--- src/rtl/oam_dma_if.sv ---
// oam_dma_if: system-bus snoop, arbiter handshake and status signals of the sprite DMA
interface oam_dma_if;
    logic [15:0] snoop_addr;
    logic        snoop_we;
    logic [7:0]  bus_data_in;
    logic        bus_req;
    logic        bus_rdy;
    logic        bus_we;
    logic [15:0] bus_addr;
    logic [7:0]  bus_data_out;
    logic        bus_data_oe;
    logic        busy;
    logic        done;
    modport master (
        input  snoop_addr, snoop_we, bus_data_in, bus_rdy,
        output bus_req, bus_we, bus_addr, bus_data_out, bus_data_oe, busy, done
    );
    modport slave (
        output snoop_addr, snoop_we, bus_data_in, bus_rdy,
        input  bus_req, bus_we, bus_addr, bus_data_out, bus_data_oe, busy, done
    );
endinterface

--- src/rtl/oam_dma.sv ---
// oam_dma: sprite DMA master copying one 256-byte page into the PPU OAM data port
module oam_dma #(
    parameter logic [15:0] TRIG_ADDR = 16'h4014,
    parameter logic [15:0] OAM_PORT  = 16'h2004
) (
    input logic       clk,
    input logic       n_reset,
    oam_dma_if.master bus
);
    typedef enum logic [1:0] {IDLE, ALIGN, READ, WRITE} state_t;
    state_t     state_q, state_d;
    logic [7:0] page_q, page_d, idx_q, idx_d, dbuf_q, dbuf_d;
    logic       cyc_odd_q, cyc_odd_d, done_q, done_d;
    always_ff @(posedge clk) begin
        if (!n_reset) begin
            state_q   <= IDLE;
            page_q    <= 8'h00;
            idx_q     <= 8'h00;
            dbuf_q    <= 8'h00;
            cyc_odd_q <= 1'b0;
            done_q    <= 1'b0;
        end else begin
            state_q   <= state_d;
            page_q    <= page_d;
            idx_q     <= idx_d;
            dbuf_q    <= dbuf_d;
            cyc_odd_q <= cyc_odd_d;
            done_q    <= done_d;
        end
    end
    always_comb begin
        state_d   = state_q;
        page_d    = page_q;
        idx_d     = idx_q;
        dbuf_d    = dbuf_q;
        done_d    = 1'b0;
        cyc_odd_d = ~cyc_odd_q;
        case (state_q)
            IDLE: if (bus.snoop_we && bus.snoop_addr == TRIG_ADDR) begin
                page_d  = bus.bus_data_in;
                idx_d   = 8'h00;
                state_d = ALIGN;
            end
            ALIGN: if (bus.bus_rdy) state_d = READ;
            // a read only lands on an edge that starts an even cycle
            READ: if (bus.bus_rdy && !cyc_odd_d) begin
                dbuf_d  = bus.bus_data_in;
                state_d = WRITE;
            end
            WRITE: if (bus.bus_rdy) begin
                idx_d   = idx_q + 8'd1;
                state_d = (idx_q == 8'hFF) ? IDLE : READ;
                done_d  = (idx_q == 8'hFF);
            end
            default: state_d = IDLE;
        endcase
    end
    assign bus.bus_req      = (state_q != IDLE);
    assign bus.busy         = (state_q != IDLE);
    assign bus.bus_we       = (state_q == WRITE);
    assign bus.bus_addr     = (state_q == WRITE) ? OAM_PORT : (state_q == IDLE) ? 16'h0000 : {page_q, idx_q};
    assign bus.bus_data_out = (state_q == WRITE) ? dbuf_q : 8'h00;
    assign bus.bus_data_oe  = bus.bus_rdy & (state_q == WRITE);
    assign bus.done         = done_q;
endmodule

--- src/flat_wrapper.sv ---
// flat-port wrapper written by rule: the top's interface ports become plain ports
module oam_dma_flat 
#(
    parameter logic [15:0] TRIG_ADDR = 16'h4014,
    parameter logic [15:0] OAM_PORT  = 16'h2004
)
  (clk, n_reset, bus_snoop_addr, bus_snoop_we, bus_bus_data_in, bus_bus_rdy, bus_bus_req, bus_bus_we, bus_bus_addr, bus_bus_data_out, bus_bus_data_oe, bus_busy, bus_done);
  oam_dma_if bus_i ();
  input logic clk;
  input logic n_reset;
  input wire logic [$bits(bus_i.snoop_addr)-1:0] bus_snoop_addr;
  input wire logic [$bits(bus_i.snoop_we)-1:0] bus_snoop_we;
  input wire logic [$bits(bus_i.bus_data_in)-1:0] bus_bus_data_in;
  input wire logic [$bits(bus_i.bus_rdy)-1:0] bus_bus_rdy;
  output wire logic [$bits(bus_i.bus_req)-1:0] bus_bus_req;
  output wire logic [$bits(bus_i.bus_we)-1:0] bus_bus_we;
  output wire logic [$bits(bus_i.bus_addr)-1:0] bus_bus_addr;
  output wire logic [$bits(bus_i.bus_data_out)-1:0] bus_bus_data_out;
  output wire logic [$bits(bus_i.bus_data_oe)-1:0] bus_bus_data_oe;
  output wire logic [$bits(bus_i.busy)-1:0] bus_busy;
  output wire logic [$bits(bus_i.done)-1:0] bus_done;
  assign bus_i.snoop_addr = bus_snoop_addr;
  assign bus_i.snoop_we = bus_snoop_we;
  assign bus_i.bus_data_in = bus_bus_data_in;
  assign bus_i.bus_rdy = bus_bus_rdy;
  assign bus_bus_req = bus_i.bus_req;
  assign bus_bus_we = bus_i.bus_we;
  assign bus_bus_addr = bus_i.bus_addr;
  assign bus_bus_data_out = bus_i.bus_data_out;
  assign bus_bus_data_oe = bus_i.bus_data_oe;
  assign bus_busy = bus_i.busy;
  assign bus_done = bus_i.done;
  oam_dma #(.TRIG_ADDR(TRIG_ADDR), .OAM_PORT(OAM_PORT)) u_core (.clk(clk), .n_reset(n_reset), .bus(bus_i));
endmodule
--- config.mk ---
export PLATFORM = sky130hd
export DESIGN_NAME = oam_dma_flat
export DESIGN_NICKNAME = d
export VERILOG_FILES = /design/src/rtl/oam_dma_if.sv /design/src/rtl/oam_dma.sv /design/src/flat_wrapper.sv
export SDC_FILE = /design/constraint.sdc
export NUM_CORES = 1
export LEC_CHECK = 0
export CAP_MARGIN = 20
export CELL_PAD_IN_SITES_DETAIL_PLACEMENT = 0
export CELL_PAD_IN_SITES_GLOBAL_PLACEMENT = 2
export CORE_AREA = 3 3 57 112
export DETAILED_ROUTE_END_ITERATION = 10
export DIE_AREA = 0 0 60 115
export DONT_BUFFER_PORTS = 1
export HOLD_SLACK_MARGIN = 0.15
export PLACE_DENSITY = 0.59
export SETUP_SLACK_MARGIN = 0.05
export SLEW_MARGIN = 40
export SYNTH_ARGS = -nofsm -noshare
export SYNTH_HDL_FRONTEND = slang
export SYNTH_SLANG_ARGS = --single-unit
--- constraint.sdc ---
create_clock -name clk -period 2.1 [get_ports clk]
set_clock_uncertainty 0.05 [all_clocks]
set_input_delay 0.42 -clock clk [delete_from_list [all_inputs] [get_ports clk]]
set_output_delay 0.42 -clock clk [all_outputs]
set_load 0.01 [all_outputs]
# == Word level (Yosys, flattened, before mapping) ==
# Cells that the tools add are included.
# classes
addsub,1
eq_ne,9
muxes,12
n_bitwise,2
n_reduce_logical,10
# ops
cell,n
$mux W16,2
$mux W8,3
$eq A16 B15 Y1 const B,1
$pmux W8 S2,1
$mux W2,5
$add A8 B1 Y8 const B,1
$eq A8 B8 Y1 const B,1
$pmux W2 S4,1
$reduce_and A3 Y1,2
$eq A2 B2 Y1 const B,2
$ne A2 B1 Y1 const B,2
$ne A2 B2 Y1 const B,2
$reduce_and A2 Y1,2
$reduce_and A4 Y1,1
$reduce_bool A2 Y1,2
$eq A2 B1 Y1 const B,1
$logic_and A1 B1 Y1,2
$logic_not A2 Y1,1
$and A1 B1 Y1,1
$not A1 Y1,1
# totals
ff_bits,28
input_bits,28
output_inout_bits,29
elab_cells,40

# == Depth between registers and ports, before layout ==
# depth
ltp_word,4
depth_mapped,6
mapped_depth_nobuf,5

# == Worst setup path before layout ==
# OpenSTA, ideal clock, no wires.
# synth_path
path_type,register -> register
startpoint,reg u_core.state_q[0]
endpoint,reg u_core.page_q[3]
setup_time_ns,0.072
t_arrival_ns,1.966
t_required_ns,1.978
path_slack_ns,0.012
path_stages_with_launch,7
n_path_buf,2
period_less_slack_ns,2.088
path_cell_list,dfxtp_1 buf_6 or2_1 or4_4 nor4_4 buf_6 mux2i_1
# synth_between
elab_chain_cells,2
# synth_rtl
item,line,rtl
from (decl),oam_dma.sv:11,"state_t state_q, state_d;"
from (signal assigned),oam_dma.sv:23,state_q <= state_d;
$logic_not A2 Y1,oam_dma.sv:38,case (state_q)
$reduce_and A2 Y1 (no source line),--,
to (signal assigned),oam_dma.sv:24,page_q <= page_d;
to (decl),oam_dma.sv:12,"logic [7:0] page_q, page_d, idx_q, idx_d, dbuf_q, dbuf_d;"
# No other way between the ends.
# A chain may end at the register's enable or synchronous reset.

# == Worst setup path after layout ==
# layout_path
startpoint,reg u_core.state_q[0]
endpoint,out bus_bus_addr[1]
# layout_between
elab_chain_cells,3
word_cells_on_any_way,4
cone_classes,eq/ne (1); mux (2); reduce/logical (1)
# layout_rtl
item,line,rtl
$logic_not A2 Y1,oam_dma.sv:61,"assign bus.bus_addr = (state_q == WRITE) ? OAM_PORT : (state_q == IDLE) ? 16'h0000 : {page_q, idx_q};"
$mux W16,oam_dma.sv:61,
$mux W16 (*),oam_dma.sv:61,
to (decl),flat_wrapper.sv:17,output wire logic [$bits(bus_i.bus_addr)-1:0] bus_bus_addr;
# Mark *: on every way between the ends. The rest lies on a longest branch, timed or not.

==> results.json <==
{
  "status": "finished, final reports clean",
  "fin_crit_sh_pct": 90.4,
  "row_count": 39,
  "syn_to_final_growth_pct": 11.3,
  "via_per_inst": 5.06,
  "track_usage_pct": 10.4,
  "syn_inst": 164,
  "setup_tns_ns": 0,
  "p_comb_share_pct": 1.2,
  "synth_fp_nets": 193,
  "clk_pin_slew_ns": 0.07,
  "relSlewSlack_pct": 71.1,
  "die_h_um": 115,
  "fin_crit_ns": 1.90,
  "gp_congestion": 0.680,
  "core_mm2": 0.00566,
  "seqPwrFrac_pct": 52.3,
  "reg2reg_depth": 5,
  "crit_fanout": 16,
  "worstPathRequired_ns": 1.63,
  "powerDensity_mw_per_mm2": 656,
  "slew_viol_final": 0,
  "hold_path_depth": 1,
  "yosys.area.top_type": "dfxtp_1",
  "peakVddDrop_mv": 0.278,
  "syn_area_per_cell_um2": 8.51,
  "netSwitchingFraction_pct": 18.3,
  "yosys-top-cells-count": "nand2_1 (37), dfxtp_1 (28), and2_1 (16)",
  "hp-start": "n_reset",
  "drtIter0Drc": 26,
  "portBuffers": 0,
  "min_path_type": "input port to flop",
  "synth-edff-count": 0,
  "nFillCells": 632,
  "vias": 1129,
  "drv_cap": 0,
  "htree_levels": 1,
  "cts_buffer_depth": 2,
  "synth_warnings": 0,
  "synth_top_family_by_area": "simple AND/OR/NAND/NOR gates",
  "ys_ff_latch": 28,
  "setup_violations": 0,
  "r2r-start": "u_core.state_q[1]",
  "synth_cell_types": 29,
  "synth_most_common_cell": "nand2_1",
  "wl_mm": 3.47,
  "async_flop_share_pct": 0,
  "grt_pass1_vias": 1138,
  "die_area_mm2": 0.00690,
  "synth-simple-area-share_pct": 36.5,
  "numCtsBuffers": 3,
  "drt-wirelength-per-cell_um": 15.5,
  "cts_setup_buffers": 0,
  "endpoint_kind": "output port",
  "leakagePower_nw": 0.550,
  "grt.overflow.total": 0,
  "synth-adder-area-share_pct": 2.33,
  "antenna_found_initial": 0,
  "synth_mux_area_share_pct": 5.74,
  "tightest_slew_ns": 0.430,
  "yosysSeqAreaShare_pct": 40.2,
  "path_class": "flop to output port",
  "p_sw_uw": 187,
  "grt_start_max_net_pins": 39,
  "cts_tree": "yes",
  "ios": 57,
  "drc_errors": 0,
  "grt_pass1_wl_mm": 5.55,
  "cts_hold_buf": 0,
  "p_int_uw": 832,
  "clk_latency_ns": 0.26,
  "floorplan.initialDensity_pct": 24.6,
  "power_mw": 1.02,
  "nets": 192,
  "critPathArrivalTime_ns": 1.43,
  "rsz0062_at_grt": "false",
  "die_w_um": 60,
  "yosys-top-cells-area": "dfxtp_1 (40%), nand2_1 (10%), and2_1 (7.2%)",
  "final_hold_viol_count": 0,
  "drive_gt1_share_pct": 7.41,
  "cts_root_buf": "clkbuf_16",
  "r2r_slack_ns": 0.34,
  "min_delay_worst_endpoint": "u_core.bus.done",
  "p_clk_share_pct": 46.5,
  "reg2reg_to": "u_core.page_q[4]",
  "drt_pre_antenna_iters": 4,
  "cts-resized-gates": 0,
  "max_freq_ghz": 0.527,
  "synth_compound_area_share_pct": 6.01,
  "synth-xor-area-share_pct": 4.39,
  "cts_sinks": 28,
  "antenna_left": 0,
  "yosysTopAreaCellShare_pct": 40.2,
  "dp_hpwl_mm": 2.68,
  "synth_area_mm2": 0.00140,
  "critPathLaunchType": "flop",
  "diodes": 0,
  "ys.flop_type": "dfxtp_1"
}
## registers in the layout, indices dropped and copies added (netlist names)
| register | cells |
|---|---|
| u_core.state_q | 2 |
| u_core.page_q | 8 |
| u_core.cyc_odd_q | 1 |
| u_core.bus.done | 1 |
| u_core.idx_q | 8 |
| u_core.dbuf_q | 8 |
## per-layer routing
metal / routed length (um) / vias to the layer above / track usage, %
met5: 0 / - / 0
met4: 47 / 0 / 3.55
met3: 269 / 5 / 3.03
met2: 1870 / 42 / 18.7
met1: 1280 / 537 / 11.2
li1: - / 545 / -
## layout by cell type, fill, tap and decap left out, drive strengths merged, types with 5 or more instances in the layout
cell type  netlist  routed
a21boi           8       8
dfxtp           28      28
mux2i            8       8
buf              3       5
nand2           37      37
nand3            7       7
and3             9       9
nor3b            7       7
and2            16      16
## worst max-delay path, stage by stage, from the launching register on
cell and delay [ns]:
dfxtp_1 0.33, buf_4 0.20, xor2_1 0.23, buf_4 0.20, and2_1 0.19
## layout make-up
type	count	area [um2]	share of cell area, %
inverter	2	7.51	0.483
timing repair buffer	5	50.0	3.22
tap	61	76.3	4.92
multi-input combinational	123	769	49.6
sequential	28	561	36.1
clock buffer	4	88.8	5.72
## how the worst max path moves through the flow
stage / endpoint / slack, ns / cells after the start / startpoint
6_report: bus_bus_addr[1] / 0.20 / 4 / u_core.state_q[0]
5_1_grt: bus_bus_addr[1] / 0.05 / 4 / u_core.state_q[1]
4_1_cts: bus_bus_addr[1] / 0.15 / 4 / u_core.state_q[0]
3_5_place_dp: u_core.page_q[4] / 0.34 / 5 / u_core.state_q[1]
3_3_place_gp: u_core.page_q[3] / 0.39 / 5 / u_core.state_q[1]
2_1_floorplan: u_core.page_q[3] / 0.04 / 6 / u_core.state_q[0]
## logic make-up after synthesis
kind of cell	Yosys count
adder cells (fa/ha/maj)	3
AO/OA/AOI/OAI	12
buffers and inverters	13
AND/OR/NAND/NOR	93
flip-flops	28
multiplexers	8
XOR/XNOR	7
## stage by stage
step                      worst slack (ns)  util, %  area [um2]  hold slack (ns)  instances
after global placement               0.385     25.9        1460            0.365        219
after floorplan                     0.0400        -        1400            0.355        164
after detailed placement             0.337     25.9        1460            0.382        219
final                                0.201     27.4        1550            0.241        223
after CTS                            0.154     27.4        1550            0.231        223
after global routing                0.0508     27.4        1550            0.241        223
## power by group through the flow
stage | registers, mW | clock network, mW | logic [mW]
global route | 0.533 | 0.510 | 0.0132
CTS | 0.533 | 0.490 | 0.0123
global placement | 0.545 | 0 | 0.0122
floorplan | 0.545 | 0 | 0.0190
finish | 0.533 | 0.474 | 0.0121
detailed placement | 0.545 | 0 | 0.0123
No activity file was read; power rests on OpenSTA's default activity.
